--- config.mk ---
export PLATFORM = sky130hd
export DESIGN_NAME = run_detector
export DESIGN_NICKNAME = d
export VERILOG_FILES = /design/src/rtl/run_det_pkg.sv /design/src/rtl/sat_counter.sv /design/src/rtl/run_detector.sv
export SDC_FILE = /design/constraint.sdc
export NUM_CORES = 1
export LEC_CHECK = 0
export ABC_CLOCK_PERIOD_IN_PS = 2170
export CORE_AREA = 2 2 86 88
export CTS_CLUSTER_DIAMETER = 30
export DETAILED_ROUTE_END_ITERATION = 16
export DIE_AREA = 0 0 88 90
export GPL_TIMING_DRIVEN = 0
export MAX_ROUTING_LAYER = met4
export SLEW_MARGIN = 30
export SYNTH_ARGS = -nofsm -noshare
export SYNTH_HDL_FRONTEND = slang
export SYNTH_HIERARCHICAL = 1
export SYNTH_SLANG_ARGS = --single-unit
export TNS_END_PERCENT = 20
--- constraint.sdc ---
create_clock -name clk -period 2.17 [get_ports clk]
set_input_delay 0.434 -clock clk [delete_from_list [all_inputs] [get_ports clk]]
set_output_delay 0.434 -clock clk [all_outputs]
set_load 0.05 [all_outputs]
--- src/rtl/run_det_pkg.sv ---
// rtl/run_det_pkg.sv - shared state and mode encodings for the run-length detector
package run_det_pkg;

  typedef enum logic [1:0] {
    IDLE  = 2'd0,
    RUN   = 2'd1,
    MATCH = 2'd2
  } state_t;

  localparam logic [1:0] MODE_ZERO = 2'b00;
  localparam logic [1:0] MODE_ONE  = 2'b01;
  // Any mode with bit 1 set matches runs of either value; 2'b10 is the canonical form.
  localparam logic [1:0] MODE_ANY  = 2'b10;

  function automatic logic qualify(input logic [1:0] mode, input logic v);
    return mode[1] | ((mode == MODE_ZERO) & ~v) | ((mode == MODE_ONE) & v);
  endfunction

endpackage

--- src/rtl/sat_counter.sv ---
// rtl/sat_counter.sv - saturating up-counter with synchronous clear and load-to-1
module sat_counter #(
  parameter int W = 8
) (
  input  logic         clk,
  input  logic         Reset,
  input  logic         clr,
  input  logic         load,
  input  logic         inc,
  output logic [W-1:0] cnt
);

  always_ff @(posedge clk or negedge Reset) begin
    if (!Reset) begin
      cnt <= '0;
    end else if (clr) begin
      cnt <= '0;
    end else if (load) begin
      cnt <= W'(1);
    end else if (inc && (cnt != '1)) begin
      cnt <= cnt + 1'b1;
    end
  end

endmodule

--- src/rtl/run_detector.sv ---
// rtl/run_detector.sv - Moore run-length detector on a qualified serial bit stream
module run_detector
  import run_det_pkg::*;
#(
  parameter int RUN_LEN = 4,
  parameter int CNT_W   = 8,
  parameter int EVT_W   = 16
) (
  input  logic             clk,
  input  logic             Reset,
  input  logic             w_valid,
  input  logic             w,
  input  logic [1:0]       mode,
  input  logic             clr,
  output logic             q,
  output logic             q_val,
  output logic [CNT_W-1:0] run_len,
  output logic             evt_pulse,
  output logic [EVT_W-1:0] evt_cnt
);

  state_t           state, state_nxt;
  logic             accept;
  logic             new_run;
  logic             enter;
  logic [CNT_W-1:0] len_nxt;

  assign accept  = w_valid & ~clr;
  assign new_run = (state == IDLE) | (w != q_val);

  // Decide on the run length this sample produces, before the counter updates.
  always_comb begin
    state_nxt = state;
    len_nxt   = run_len;
    enter     = 1'b0;
    if (accept) begin
      if (new_run) begin
        len_nxt = CNT_W'(1);
      end else if (run_len != '1) begin
        len_nxt = run_len + 1'b1;
      end
      if ((len_nxt >= CNT_W'(RUN_LEN)) && qualify(mode, w)) begin
        state_nxt = MATCH;
      end else begin
        state_nxt = RUN;
      end
      enter = (state_nxt == MATCH) && (state != MATCH);
    end
    if (clr) begin
      state_nxt = IDLE;
    end
  end

  always_ff @(posedge clk or negedge Reset) begin
    if (!Reset) begin
      state     <= IDLE;
      q_val     <= 1'b0;
      evt_pulse <= 1'b0;
    end else if (clr) begin
      state     <= IDLE;
      q_val     <= 1'b0;
      evt_pulse <= 1'b0;
    end else begin
      state     <= state_nxt;
      evt_pulse <= enter;
      if (accept) begin
        q_val <= w;
      end
    end
  end

  assign q = (state == MATCH);

  sat_counter #(.W(CNT_W)) u_run_cnt (
    .clk   (clk),
    .Reset (Reset),
    .clr   (clr),
    .load  (accept & new_run),
    .inc   (accept & ~new_run),
    .cnt   (run_len)
  );

  sat_counter #(.W(EVT_W)) u_evt_cnt (
    .clk   (clk),
    .Reset (Reset),
    .clr   (clr),
    .load  (1'b0),
    .inc   (enter),
    .cnt   (evt_cnt)
  );

endmodule

# [Word-level counts from Yosys, hierarchy flattened]
# Index checks and enable logic that the tools add are counted.
[word_totals] inputBits=7 output_inout_bits=27 elab_cells=51 register_bits=28
[op_classes] n_reduce_logical=9 eq_ne=7 bitwise_logic=11 order_cmp=1 add_sub_neg=2 mux=16
[ops] op="8-bit 2-to-1 mux" n=6
[ops] op="16-bit 2-to-1 mux" n=2
[ops] op="16-bit by 1-bit adder with 16-bit output (second input constant)" n=1
[ops] op="16-bit inequality test (second input constant)" n=1
[ops] op="8-bit by 1-bit adder with 8-bit output (second input constant)" n=1
[ops] op="8-bit by 3-bit greater-or-equal comparator with 1-bit output (second input constant)" n=1
[ops] op="2-bit 2-to-1 mux" n=4
[ops] op="8-bit inequality test (second input constant)" n=1
[ops] op="1-bit AND" n=5
[ops] op="2-bit equality test (second input constant)" n=2
[ops] op="1-bit logical AND" n=4
[ops] op="2-bit logical NOT" n=2
[ops] op="1-bit 2-to-1 mux" n=4
[ops] op="2-bit nonzero test" n=2
[ops] op="1-bit inverter" n=3
[ops] op="1-bit bitwise OR" n=3
[ops] op="3-bit nonzero test" n=1
[ops] op="2-bit by 1-bit equality test with 1-bit output (second input constant)" n=1
[ops] op="2-bit inequality test (second input constant)" n=1
[ops] op="1-bit inequality test" n=1

# [Depth between registers and ports, before layout]
[logic_depth] word_depth=14 ltp_mapped=10

# [By module]
# The synthesis kept the hierarchy.
[by_module_without_submodules] module="sat_counter (u_evt_cnt)" cells_each=101 seq_area_each_um2=400.4 n_inst=1 area_per_inst_um2=954.7
[by_module_without_submodules] module="sat_counter (u_run_cnt)" cells_each=50 seq_area_each_um2=200.2 n_inst=1 area_per_inst_um2=466.7
[by_module_without_submodules] module="run_detector" cells_each=33 seq_area_each_um2=100.1 n_inst=1 area_per_inst_um2=270.3

# [Least setup slack after synthesis]
# OpenSTA, ideal clock, no wires.
[synth_timing] path_type="register -> register" start="register u_run_cnt.cnt[0]" end="register u_evt_cnt.cnt[10]" path_slack_ns=-0.466 path_stages_with_launch=11 period_less_slack_ns=2.636 arrival_ns=2.516 required_time_ns=2.050 n_path_buf=1 path_cell_list="dfrtp_1 ha_1 and2_1 a21oi_1 o211ai_2 nor3_1 buf_2 nand4_1 a211oi_1 a31oi_1 a41o_1"
[synth_between] elab_chain_len=13
[synth_lines] element="start, declared" line_no="sat_counter.sv:10" source="output logic [W-1:0] cnt"
[synth_lines] element="start signal, assigned" line_no="sat_counter.sv:21" source="cnt <= cnt + 1'b1;"
[synth_lines] element="8-bit by 1-bit adder with 8-bit output or 8-bit inequality test (tied branches)" line_no="run_detector.sv:40, run_detector.sv:39"
[synth_lines] element="8-bit 2-to-1 mux *" line_no="run_detector.sv:39" source="end else if (run_len != '1) begin"
[synth_lines] element="8-bit 2-to-1 mux *" line_no="run_detector.sv:37" source="if (new_run) begin"
[synth_lines] element="8-bit 2-to-1 mux *" line_no="run_detector.sv:36" source="if (accept) begin"
[synth_lines] element="8-bit by 3-bit greater-or-equal comparator with 1-bit output *" line_no="run_detector.sv:42" source="if ((len_nxt >= CNT_W'(RUN_LEN)) && qualify(mode, w)) begin"
[synth_lines] element="1-bit logical AND *" line_no="run_detector.sv:42"
[synth_lines] element="2-bit 2-to-1 mux *" line_no="run_detector.sv:42"
[synth_lines] element="2-bit 2-to-1 mux *" line_no="run_detector.sv:36"
[synth_lines] element="2-bit equality test *" line_no="run_detector.sv:47" source="enter = (state_nxt == MATCH) && (state != MATCH);"
[synth_lines] element="1-bit logical AND *" line_no="run_detector.sv:47"
[synth_lines] element="1-bit 2-to-1 mux *" line_no="run_detector.sv:36"
[synth_lines] element="named net enter" line_no="run_detector.sv:25" source="logic enter;"
[synth_lines] element="1-bit logical AND *" line_no="sat_counter.sv:20" source="end else if (inc && (cnt != '1)) begin"
[synth_lines] element="2-bit nonzero test (no line) *"
[synth_lines] element="end signal, assigned" line_no="sat_counter.sv:21"
[synth_lines] element="end, declared" line_no="sat_counter.sv:10"
# The timed path passes the listed nets; every way through them passes the cells marked *. The select of a mux whose other input is x is not followed.
# A chain may end at the register's enable or synchronous reset.

# [Worst setup path in the final report]
[layout_timing] start="input port w" end="register u_evt_cnt.cnt[14]"
[layout_between] elab_chain_len=13
[layout_lines] element="start, declared" line_no="run_detector.sv:12" source="input logic w,"
[layout_lines] element="1-bit inequality test" line_no="run_detector.sv:29" source="assign new_run = (state == IDLE) | (w != q_val);"
[layout_lines] element="1-bit bitwise OR" line_no="run_detector.sv:29"
[layout_lines] element="8-bit 2-to-1 mux" line_no="run_detector.sv:37"
[layout_lines] element="8-bit 2-to-1 mux" line_no="run_detector.sv:36"
[layout_lines] element="8-bit by 3-bit greater-or-equal comparator with 1-bit output" line_no="run_detector.sv:42"
[layout_lines] element="1-bit logical AND *" line_no="run_detector.sv:42"
[layout_lines] element="2-bit 2-to-1 mux *" line_no="run_detector.sv:42"
[layout_lines] element="2-bit 2-to-1 mux *" line_no="run_detector.sv:36"
[layout_lines] element="2-bit equality test *" line_no="run_detector.sv:47"
[layout_lines] element="1-bit logical AND *" line_no="run_detector.sv:47"
[layout_lines] element="1-bit 2-to-1 mux *" line_no="run_detector.sv:36"
[layout_lines] element="named net enter" line_no="run_detector.sv:25"
[layout_lines] element="1-bit logical AND *" line_no="sat_counter.sv:20"
[layout_lines] element="2-bit nonzero test (no line) *"
# Marked as above.

==> impl_results.md <==
* Status: finished, violations left
* Violated checks: negative setup slack
* CP Capture Type: flop
* Antenna diodes at 0
* Latest clock arrival within the worst-skew pair at 0.28 ns
* XOR/XNOR share of the synthesized area at 2.07%
* Worst path slowest cell: clkdlybuf4s50_1
* Hold Fails Final Rpt at 0
* Crit-path max FO at 5
* Minimum clock period at 2.29 ns
* Vias per cell at 4.89
* Mapped Area at 1690 um2
* Hold Path Class: in -> async
* Dpl hpwl at 2.96 mm
* Max Slew Vio Count at 0
* Total grt overflow at 0
* Achievable frequency at 437 MHz
* Post-synthesis compound-gate area fraction at 14.8%
* Max-cap violations at 0
* R2R Path Start: u_run_cnt/cnt[0]$_DFFE_PN0P_
* Synth cell count leaders: dfrtp_1 (28), nand2_1 (15), nor2_1 (15)
* Initial core utilization at 24.1%
* Layout overhead on the synthesized area at 37.5%
* Post-synth EDFFs at 0
* Routed WL per cell at 13.6 um
* Final setup violation count at 6
* Yosys reg bits at 28
* Die Wd at 88 um
* Worst slew pin tran at 0.660 ns
* Die Ht at 90 um
* Hold Buf Count CTS at 0
* Gate Count Post-Synth at 184
* Post-synthesis sequential area ratio at 41.4%
* Largest net degree at the start of global routing at 29
* Root Buffer: clkbuf_8
* Final core occ at 33.1%
* Vias at 1603
* Core Area at 7020 um2
* Die area at 7920 um2
* Synth Area in Adders at 2.22%
* H-tree Lvls at 1
* Count of unique library cells instantiated by Yosys at 48
* Multiplexer share of the synthesized area at 2.37%
* 1st-iter DRT viols at 56
* Max rail drop VDD at 225 uV
* Layout Skew at 0.00735 ns
* Max-slew headroom at 56.0%
* Layout cells sized above 1 at 17.9%
* Number of global-route vias before repair at 1475
* Simple-Gate Fraction of Synth Area at 33.9%
* Crit path DAT at 2.47 ns
* Initial antenna violation count at 0
* Inserted Clock Buffers at 3
* DR DRC count at 0
* Yosys top cell by area: dfrtp_1
* DP Area at 2170 um2
* Synth async-reset ratio at 100%
* Input/output buffers at 33
* First-pass GRT wire length at 7.31 mm
* Final ANT Viol Nets at 0
* Worst setup startpoint: w
* Crit-path cells: clkdlybuf4s50_1 -> xor2_1 -> nor2_2 -> o211ai_2 -> nor3_2 -> buf_4 -> nand4_1 -> nor4_4 -> a31oi_1 -> a41o_1
* Top-count cell post-synth: dfrtp_1
* Final net count at 240
* Setup CP Type: in -> reg
* Top-Level Pins at 34
* Main combinational cell family by area after synthesis: simple AND/OR/NAND/NOR gates
* GRT Overall Usage at 11.8%
* Final worst-path cycle share at 105%
* Synth warnings at 6
* Unrepaired setup endpoints after global routing: true
* Pleak at 0.000955 uW
* Final Cell Area at 2330 um2
* Setup WS post-layout at -0.118 ns
* Max stage delay on crit path at 0.44 ns
* First-pass DRT Iterations at 4
* Post-synth top area share at 41.4%
* Startpoint types: input pin
* Clock Path Buffers at 2
* Num Clock Sinks at 28
* CTS tree: yes
* WL final at 4.46 mm
* Placement Rows at 31
* Gpl congestion at 0.773
* CP required at 2.35 ns
* Clk pin slew, worst setup/hold paths at 0.11 ns
* Area contributors post-synth: dfrtp_1 (41%), or3_1 (3.7%), nand2_1 (3.3%)
* Synth Flop Type: dfrtp_1
* Pwr dens at 452 nW/um2
* Avg Inst Size Synth at 9.19 um2
stage by stage:
step           hold WS [ns]  std cells  setup TNS, ns  setup WS, ns  total power, uW
4_1_cts               0.193        327         -0.705        -0.147             1070
3_5_place_dp          0.516        319          -9.07        -0.651              633
2_1_floorplan         0.138        187          -1.41        -0.202              590
6_report              0.166        328         -0.525        -0.118             1050
3_3_place_gp          0.526        319          -8.21        -0.613              633
5_1_grt               0.223        328          -1.60        -0.230             1100
critical path: cells and delay by family:
kind                   cells  cell delay, ns
AO/OA/AOI/OAI              3            0.49
XOR/XNOR                   1            0.17
buffers and inverters      2            0.60
AND/OR/NAND/NOR            4            0.77
sequential cells by signal, indices dropped and copies added, names as in the netlist:
name and flops:
q_val 1, evt_pulse 1, u_evt_cnt/cnt 16, u_run_cnt/cnt 8
state 2
metal layers:
layer	share of wire (%)	track usage, %
met5	0	-
met2	46	18.1
met1	50	16.1
met4	0.40	1.92
met3	3.7	2.66
power by group:
part           internal [uW]  switching [uW]  leakage, uW  total, uW
sequential               527            6.54     0.000384        534
clock                    247             177    0.0000357        425
combinational           31.5            60.8     0.000535       92.3
total                    806             245     0.000955       1050
cell usage in the layout (no fill, tap or decap), types with 6 or more instances in the layout:
cell type        count
or3_1                9
nand4_1              9
a31oi_1              6
nand2_1             15
dfrtp_1             26
clkdlybuf4s50_1     29
o21ai_0              9
nand3_1              8
buf_4                6
a21oi_1              8
nor2_1              15
nor3_1               8
cell type report:
type | count | area [um2]
Buffer | 6 | 37.5
Timing Repair Buffer | 38 | 359
Tap cell | 99 | 124
Sequential cell | 28 | 703
Inverter | 4 | 15.0
Fill cell | 749 | 4690
Clock buffer | 3 | 41.3
Multi-Input combinational cell | 149 | 1020
Clock inverter | 1 | 30.0
cell families after synthesis:
group	Yosys count
xor gates and xnor gates	4
other	1
and+or+nand+nor	95
buffers and inverters	10
AOI/OAI and AO/OA	39
adders and majority gates	3
muxes	4
DFF	28
final timing paths:
| path | cells past startpoint | to | slack (ns) |
|---|---|---|---|
| worst max-delay path | 10 | u_evt_cnt/cnt[14]$_DFFE_PN0P_ | -0.12 |
| worst min-delay path | 1 | u_evt_cnt/cnt[5]$_DFFE_PN0P_ | 0.17 |
| worst max register to register | 10 | u_evt_cnt/cnt[14]$_DFFE_PN0P_ | -0.11 |
| worst min register to register | 1 | u_evt_cnt/cnt[15]$_DFFE_PN0P_ | 0.55 |
| max in group asynchronous | 1 | u_run_cnt/cnt[0]$_DFFE_PN0P_ | 1.53 |
| min in group clk | 1 | u_evt_cnt/cnt[15]$_DFFE_PN0P_ | 0.55 |
repair_timing:
| action | CTS | global route |
|---|---|---|
| resized for setup | 7 | 4 |
| pin swaps | 11 | 1 |
| setup endpoints to repair | 16 | 13 |
| buffers inserted | 4 | 1 |
(Power assumes the default switching activity.)
